$ cat src/rtl/alu3_mdu_pkg.sv
// Shared definitions for the alu3 multiply/divide unit: FSM states, op codes
// and the CPU flag-index layout. Divide support is selected with ALU3_DIV_EN.
package alu3_mdu_pkg;

  typedef enum logic [1:0] {
    ST_IDLE = 2'd0,
    ST_CALC = 2'd1,
    ST_FIX  = 2'd2
  } state_t;

  localparam logic [2:0] MDU_MUL    = 3'b000;
  localparam logic [2:0] MDU_MULH   = 3'b001;
  localparam logic [2:0] MDU_MULHSU = 3'b010;
  localparam logic [2:0] MDU_MULHU  = 3'b011;
  localparam logic [2:0] MDU_DIV    = 3'b100;
  localparam logic [2:0] MDU_DIVU   = 3'b101;
  localparam logic [2:0] MDU_REM    = 3'b110;
  localparam logic [2:0] MDU_REMU   = 3'b111;

  localparam int FLAGW = 8;
  localparam int CIDX  = 0;
  localparam int VIDX  = 1;
  localparam int ZIDX  = 2;
  localparam int SIDX  = 3;

  function automatic logic [FLAGW-1:0] mk_flags(input logic c, input logic v,
                                                input logic z, input logic s);
    mk_flags       = '0;
    mk_flags[CIDX] = c;
    mk_flags[VIDX] = v;
    mk_flags[ZIDX] = z;
    mk_flags[SIDX] = s;
  endfunction

endpackage

$ cat src/rtl/alu3_mdu_step.sv
// One radix-2 iteration on the 2*WIDTH accumulator: shift-add for multiply,
// shift and trial-subtract for divide (divide path only with ALU3_DIV_EN).
module alu3_mdu_step #(
  parameter int WIDTH = 32
) (
`ifdef ALU3_DIV_EN
  input  logic               is_div,
`endif
  input  logic [2*WIDTH-1:0] acc_i,
  input  logic [WIDTH-1:0]   opnd_i,
  output logic [2*WIDTH-1:0] acc_o
);

  logic [WIDTH:0] sum;
`ifdef ALU3_DIV_EN
  logic [WIDTH:0]   rem_sh;
  logic [WIDTH-1:0] diff;
  logic             ge;
`endif

  always_comb begin
    // Multiplier bits sit in the low half and are consumed LSB first.
    sum   = {1'b0, acc_i[2*WIDTH-1:WIDTH]} + (acc_i[0] ? {1'b0, opnd_i} : '0);
    acc_o = {sum, acc_i[WIDTH-1:1]};
`ifdef ALU3_DIV_EN
    rem_sh = acc_i[2*WIDTH-1:WIDTH-1];
    ge     = rem_sh >= {1'b0, opnd_i};
    diff   = rem_sh[WIDTH-1:0] - opnd_i;
    if (is_div) begin
      acc_o = {(ge ? diff : rem_sh[WIDTH-1:0]), acc_i[WIDTH-2:0], ge};
    end
`endif
  end

endmodule

$ cat src/rtl/alu3_mdu.sv
// Iterative multiply/divide unit with start/busy/valid handshake and CPU flags.
// Define ALU3_DIV_EN to build the divide/remainder datapath.
module alu3_mdu
  import alu3_mdu_pkg::*;
#(
  parameter int WIDTH = 32
) (
  input  logic             clk,
  input  logic             reset,
  input  logic             start,
  input  logic             cancel,
  input  logic [2:0]       op,
  input  logic [WIDTH-1:0] a,
  input  logic [WIDTH-1:0] b,
  output logic             busy,
  output logic             valid,
  output logic [WIDTH-1:0] res,
  output logic [FLAGW-1:0] fo
);

  localparam int CNTW = $clog2(WIDTH) + 1;
  localparam logic [WIDTH-1:0] MIN_VAL = {1'b1, {(WIDTH-1){1'b0}}};

  state_t             state_q, state_d;
  logic [CNTW-1:0]    cnt_q, cnt_d;
  logic [2:0]         op_q, op_d;
  logic [2*WIDTH-1:0] acc_q, acc_d, acc_step;
  logic [WIDTH-1:0]   opnd_q, opnd_d;
  logic               neg_q, neg_d;
  logic [WIDTH-1:0]   res_q, res_d;
  logic [FLAGW-1:0]   fo_q, fo_d;
  logic               valid_q, valid_d;
`ifdef ALU3_DIV_EN
  logic [WIDTH-1:0]   a_q, a_d;
  logic               dz_q, dz_d;
  logic               ovf_q, ovf_d;
  logic               sd;
`endif
  logic               a_sgn, b_sgn;
  logic [WIDTH-1:0]   fix_res, mul_hi;
  logic [FLAGW-1:0]   fix_fo;
  logic               fix_c, fix_v;

  alu3_mdu_step #(.WIDTH(WIDTH)) u_step (
`ifdef ALU3_DIV_EN
    .is_div (op_q[2]),
`endif
    .acc_i  (acc_q),
    .opnd_i (opnd_q),
    .acc_o  (acc_step)
  );

  // Sign correction and special cases, consumed in FIX.
  always_comb begin
    mul_hi  = neg_q ? (~acc_q[2*WIDTH-1:WIDTH] + WIDTH'(acc_q[WIDTH-1:0] == '0))
                    : acc_q[2*WIDTH-1:WIDTH];
    fix_res = '0;
    fix_c   = 1'b0;
    fix_v   = 1'b0;
    if (!op_q[2]) begin
      if (op_q == MDU_MUL) begin
        fix_res = acc_q[WIDTH-1:0];
        fix_c   = |acc_q[2*WIDTH-1:WIDTH];
      end else begin
        fix_res = mul_hi;
      end
    end else begin
`ifdef ALU3_DIV_EN
      if (dz_q) begin
        fix_v   = 1'b1;
        fix_res = op_q[1] ? a_q : '1;
      end else begin
        fix_v   = ovf_q;
        fix_res = op_q[1] ? acc_q[2*WIDTH-1:WIDTH] : acc_q[WIDTH-1:0];
        if (neg_q) fix_res = -fix_res;
      end
`else
      fix_v = 1'b1;
`endif
    end
    fix_fo = mk_flags(fix_c, fix_v, fix_res == '0, fix_res[WIDTH-1]);
`ifndef ALU3_DIV_EN
    if (op_q[2]) fix_fo = mk_flags(1'b0, 1'b1, 1'b0, 1'b0);
`endif
  end

  always_comb begin
    state_d = state_q;
    cnt_d   = cnt_q;
    op_d    = op_q;
    acc_d   = acc_q;
    opnd_d  = opnd_q;
    neg_d   = neg_q;
    res_d   = res_q;
    fo_d    = fo_q;
    valid_d = 1'b0;
    a_sgn   = 1'b0;
    b_sgn   = 1'b0;
`ifdef ALU3_DIV_EN
    a_d     = a_q;
    dz_d    = dz_q;
    ovf_d   = ovf_q;
    sd      = ~op[0];
`endif
    if (cancel) begin
      state_d = ST_IDLE;
    end else begin
      case (state_q)
        ST_IDLE: begin
          if (start) begin
            op_d    = op;
            cnt_d   = CNTW'(WIDTH);
            state_d = ST_CALC;
            if (!op[2]) begin
              a_sgn  = a[WIDTH-1] & ((op == MDU_MULH) | (op == MDU_MULHSU));
              b_sgn  = b[WIDTH-1] & (op == MDU_MULH);
              opnd_d = a_sgn ? -a : a;
              acc_d  = {{WIDTH{1'b0}}, (b_sgn ? -b : b)};
              neg_d  = a_sgn ^ b_sgn;
            end else begin
`ifdef ALU3_DIV_EN
              a_sgn  = sd & a[WIDTH-1];
              b_sgn  = sd & b[WIDTH-1];
              opnd_d = b_sgn ? -b : b;
              acc_d  = {{WIDTH{1'b0}}, (a_sgn ? -a : a)};
              neg_d  = op[1] ? a_sgn : (a_sgn ^ b_sgn);
              a_d    = a;
              dz_d   = (b == '0);
              ovf_d  = sd & (a == MIN_VAL) & (b == '1);
`else
              state_d = ST_FIX;
`endif
            end
          end
        end
        ST_CALC: begin
          acc_d = acc_step;
          cnt_d = cnt_q - 1'b1;
          if (cnt_q == CNTW'(1)) state_d = ST_FIX;
        end
        ST_FIX: begin
          res_d   = fix_res;
          fo_d    = fix_fo;
          valid_d = 1'b1;
          state_d = ST_IDLE;
        end
        default: state_d = ST_IDLE;
      endcase
    end
  end

  always_ff @(posedge clk or negedge reset) begin
    if (!reset) begin
      state_q <= ST_IDLE;
      cnt_q   <= '0;
      op_q    <= '0;
      acc_q   <= '0;
      opnd_q  <= '0;
      neg_q   <= 1'b0;
      res_q   <= '0;
      fo_q    <= '0;
      valid_q <= 1'b0;
`ifdef ALU3_DIV_EN
      a_q     <= '0;
      dz_q    <= 1'b0;
      ovf_q   <= 1'b0;
`endif
    end else begin
      state_q <= state_d;
      cnt_q   <= cnt_d;
      op_q    <= op_d;
      acc_q   <= acc_d;
      opnd_q  <= opnd_d;
      neg_q   <= neg_d;
      res_q   <= res_d;
      fo_q    <= fo_d;
      valid_q <= valid_d;
`ifdef ALU3_DIV_EN
      a_q     <= a_d;
      dz_q    <= dz_d;
      ovf_q   <= ovf_d;
`endif
    end
  end

  assign busy  = (state_q != ST_IDLE);
  assign valid = valid_q;
  assign res   = res_q;
  assign fo    = fo_q;

endmodule

$ cat config.mk
export PLATFORM = sky130hd
export DESIGN_NAME = alu3_mdu
export DESIGN_NICKNAME = d
export VERILOG_FILES = /design/src/rtl/alu3_mdu_pkg.sv /design/src/rtl/alu3_mdu_step.sv /design/src/rtl/alu3_mdu.sv
export SDC_FILE = /design/constraint.sdc
export NUM_CORES = 1
export LEC_CHECK = 0
export ABC_AREA = 1
export ABC_CLOCK_PERIOD_IN_PS = 3370
export CAP_MARGIN = 20
export CORE_MARGIN = 2
export CORE_UTILIZATION = 35
export CTS_CLUSTER_DIAMETER = 200
export DETAILED_ROUTE_END_ITERATION = 7
export PLACE_DENSITY_LB_ADDON = 0.12
export SYNTH_ARGS = -nofsm -noshare
export SYNTH_HDL_FRONTEND = slang
export SYNTH_SLANG_ARGS = --single-unit
$ cat constraint.sdc
create_clock -name clk -period 3.37 [get_ports clk]
set_input_delay 0.337 -clock clk [delete_from_list [all_inputs] [get_ports clk]]
set_output_delay 0.337 -clock clk [all_outputs]
set_load 0.01 [all_outputs]
==> impl_metrics.toml <==
[timing]
whs_ps = 447
period_share_pct = 90.3
hold_viol = 0
worst_slew_pin_slew_ps = 738
setup_viol_count_final = 0
clock_skew_ps = 14.6
relSlewSlack_pct = 50.7
fin_crit_ps = 3040
rsz0062_at_grt = "false"
setup_tns_ps = 0
fmax_mhz = 329
slew_violations = 0

[drt]
drt-met1-wl_mm = 17.9
wire_per_inst_um = 16.4
top_layer = "met4"
wl_met2_mm = 15.6
drt_wl_total_mm = 35.8
first_pass_iters = 5
detail-route-antenna-nets = 0
viasPerCell = 5.04
wl_met3_mm = 1.35
drtIter0Drc = 664
drcViolationCount = 0
via_count = 11000

[grt]
grt_max_degree = 66
grt_pass1_vias = 10300
antenna_found_initial = 0
grt.overflow.total = 0
track_usage_pct = 21.9
grt_pass1_wl_mm = 56.8

[worst_setup_path]
r2r-start = "acc_q[0]"
cp.arrival_ps = 3410
worst-r2r-cell-count = 20
slowest_delay_ps = 380
rrSetupSlack_ps = 330
r2r_end = "fo[2]"
critPathKind = "reg2reg"
cp_common_cell = "nand2_1"
cp_slowest_cell = "dfrtp_1"
crit_chain = "nor4_1, nand4_1, nor4_2, buf_4, ha_1, ha_1, nand2_2, nor2_8, nand2_2, nand2_2, nand2_2, nand2_1, nand3_1, nand2_1, nand3_1, nor2_1, nand2_1, nor2_1, nand2_1, nand2_1"
cp_max_fo = 8
critPathRequiredTime_ps = 3740
worstSetupStartpointType = "flip-flop"
crit_path_end_kind = "flip-flop"

[cells_and_area]
drive_above_1_share_pct = 5.83
fill_cells = 3364
n_antenna_cell = 0
area_growth_pct = 19.6
nets = 1881

[flow_run]
drv_cap = 0

[power_and_ir_drop]
p_int_mw = 5.44
leakage_nw = 6.39
p_switching_mw = 4.70
p_per_area_nw_per_um2 = 766
ir_worst_vdd_mv = 0.472
p_seq_share_pct = 30.8
clock_power_share_pct = 19.2
combPwrFrac_pct = 49.9
power_switching_share_pct = 46.4

[clock_network]
post-cts-setup-buffer-count = 0
clkSlewWorstSetupHoldPaths_ps = 70
clk_latency_ps = 440
numCtsBuffers = 17
root_buffer = "clkbuf_16"
cts_max_path_buffers = 2
cts_sinks = 144
cts_tree = "built"
htreeDepth = 4

[place]
port_buffers = 108
gp_congestion = 0.901
dpl.hpwl_mm = 28.3

[yosys]
synth_flop_cell = "dfrtp_1"
synth_seq_cells = 144
syn_area_um2 = 11100
synth_cells = 1673
syn_avg_cell_area_um2 = 6.61
synth_edf_count = 0
yosysUniqueCellTypes = 53
yosys_warnings = 0
synth-seq-area-share_pct = 32.6
async_flop_share_pct = 100

[floorplan]
fp-row-count = 65
die-area_um2 = 33100
die_x_um = 182
initial_core_util_pct = 35.3
die_h_um = 182
num_io_pins = 113
core_um2 = 31300

[worst_hold_path]
min_path_type = "in2async"

[status]
outcome = "finished, final reports clean"
cell usage after synthesis (5+ instances only):
master | instances | share of area (%)
dfrtp_1 | 144 | 33
a21oi_1 | 135 | 6.1
nand3b_1 | 9 | 0.61
nand4_1 | 24 | 1.4
xnor2_1 | 10 | 0.79
nand3_1 | 121 | 5.5
o22ai_1 | 16 | 0.90
buf_4 | 8 | 0.54
inv_1 | 194 | 6.6
nand2_2 | 9 | 0.51
nor2_1 | 164 | 5.6
ha_1 | 38 | 4.3
o21ai_1 | 20 | 0.90
nand2_1 | 430 | 15
nor3_1 | 14 | 0.63
nor2_2 | 5 | 0.28
o21ai_0 | 161 | 7.3
buf_2 | 14 | 0.63
o211ai_1 | 11 | 0.75
nor4_1 | 12 | 0.68
clkbuf_1 | 35 | 1.2
xor2_1 | 31 | 2.5
layout by cell type, fill, tap and decap left out, types with 16 or more instances in the layout:
master             n
o21ai_0          160
nor2_1           163
clkbuf_16         17
nand3_1          121
a21oi_1          134
nand2_1          430
ha_1              38
nand4_1           24
clkdlybuf4s50_1  107
o21ai_1           21
inv_1            194
o22ai_1           16
buf_4             26
dfrtp_1          144
xor2_1            31
what timing repair did:
item / in CTS / in global routing
hold endpoints to repair: 58 / 0
resized for setup: 0 / 2
hold buffers: 1 / 0
setup endpoints to repair: 0 / 1
cell type report:
cell class	instances	area (um^2)	share of cell area (%)
flip-flops and latches	144	3600	27.2
multi-input cells	1272	6470	48.9
repair buffers	136	1310	9.88
inverters	200	751	5.67
clock inverters	13	153	1.15
well taps	402	503	3.80
clock buffers	19	443	3.35
registers in the layout, indices dropped and copies added (netlist names):
register	count
fo	3
valid	1
res	32
cnt_q	6
opnd_q	32
op_q	3
state_q	2
neg_q	1
acc_q	64
critical path, delay by kind of cell, from the launching register on:
kind                     cells  cell delay [ps]
flip-flops                   1              380
AND/OR/NAND/NOR             17             1970
adder cells (fa/ha/maj)      2              430
buffers and inverters        1              180
metrics by stage:
stage	power (mW)	cell area [um^2]	utilization (%)	setup WS (ps)	std cells
after floorplan	6.30	11100	-	814	1676
after global placement	8.16	12600	40.3	475	2153
after detailed placement	8.17	12600	40.3	349	2153
after CTS	10.1	13200	42.2	324	2186
after global routing	11.0	13200	42.3	12.5	2186
final	10.1	13200	42.3	326	2186
worst max-delay path by stage:
stage               endpoint  startpoint  depth (start not counted)
global placement       fo[2]    acc_q[0]                         20
finish                 fo[2]    acc_q[0]                         20
global route           fo[2]    acc_q[4]                         22
detailed placement     fo[2]    acc_q[0]                         18
CTS                    fo[2]    acc_q[0]                         18
floorplan              fo[2]    acc_q[0]                         20
routing by layer:
metal	GRT usage [%]	up-vias
met4	7.28	0
met2	34.5	234
met1	31.2	5018
li1	-	5734
met5	0	-
met3	2.41	40
cells by family (layout without fill, tap and decap cells):
group                    Yosys count  count (layout)  synth area share, %
adder cells (fa/ha/maj)           39              39                 4.48
XOR/XNOR                          41              41                 3.25
other                              1               4               0.0339
AO/OA/AOI/OAI                    375             375                 18.4
flip-flops                       144             144                 32.6
buffers and inverters            260             368                 9.25
AND/OR/NAND/NOR                  813             813                 32.0
power by group through the flow:
stage | logic (mW) | registers (mW) | clock network, mW
3_5_place_dp | 5.02 | 3.14 | 0
6_report | 5.06 | 3.13 | 1.95
5_1_grt | 5.75 | 3.22 | 2.06
2_1_floorplan | 3.32 | 2.98 | 0
4_1_cts | 5.05 | 3.11 | 1.97
3_3_place_gp | 5.03 | 3.13 | 0
Power figures use the tool's default switching activity.
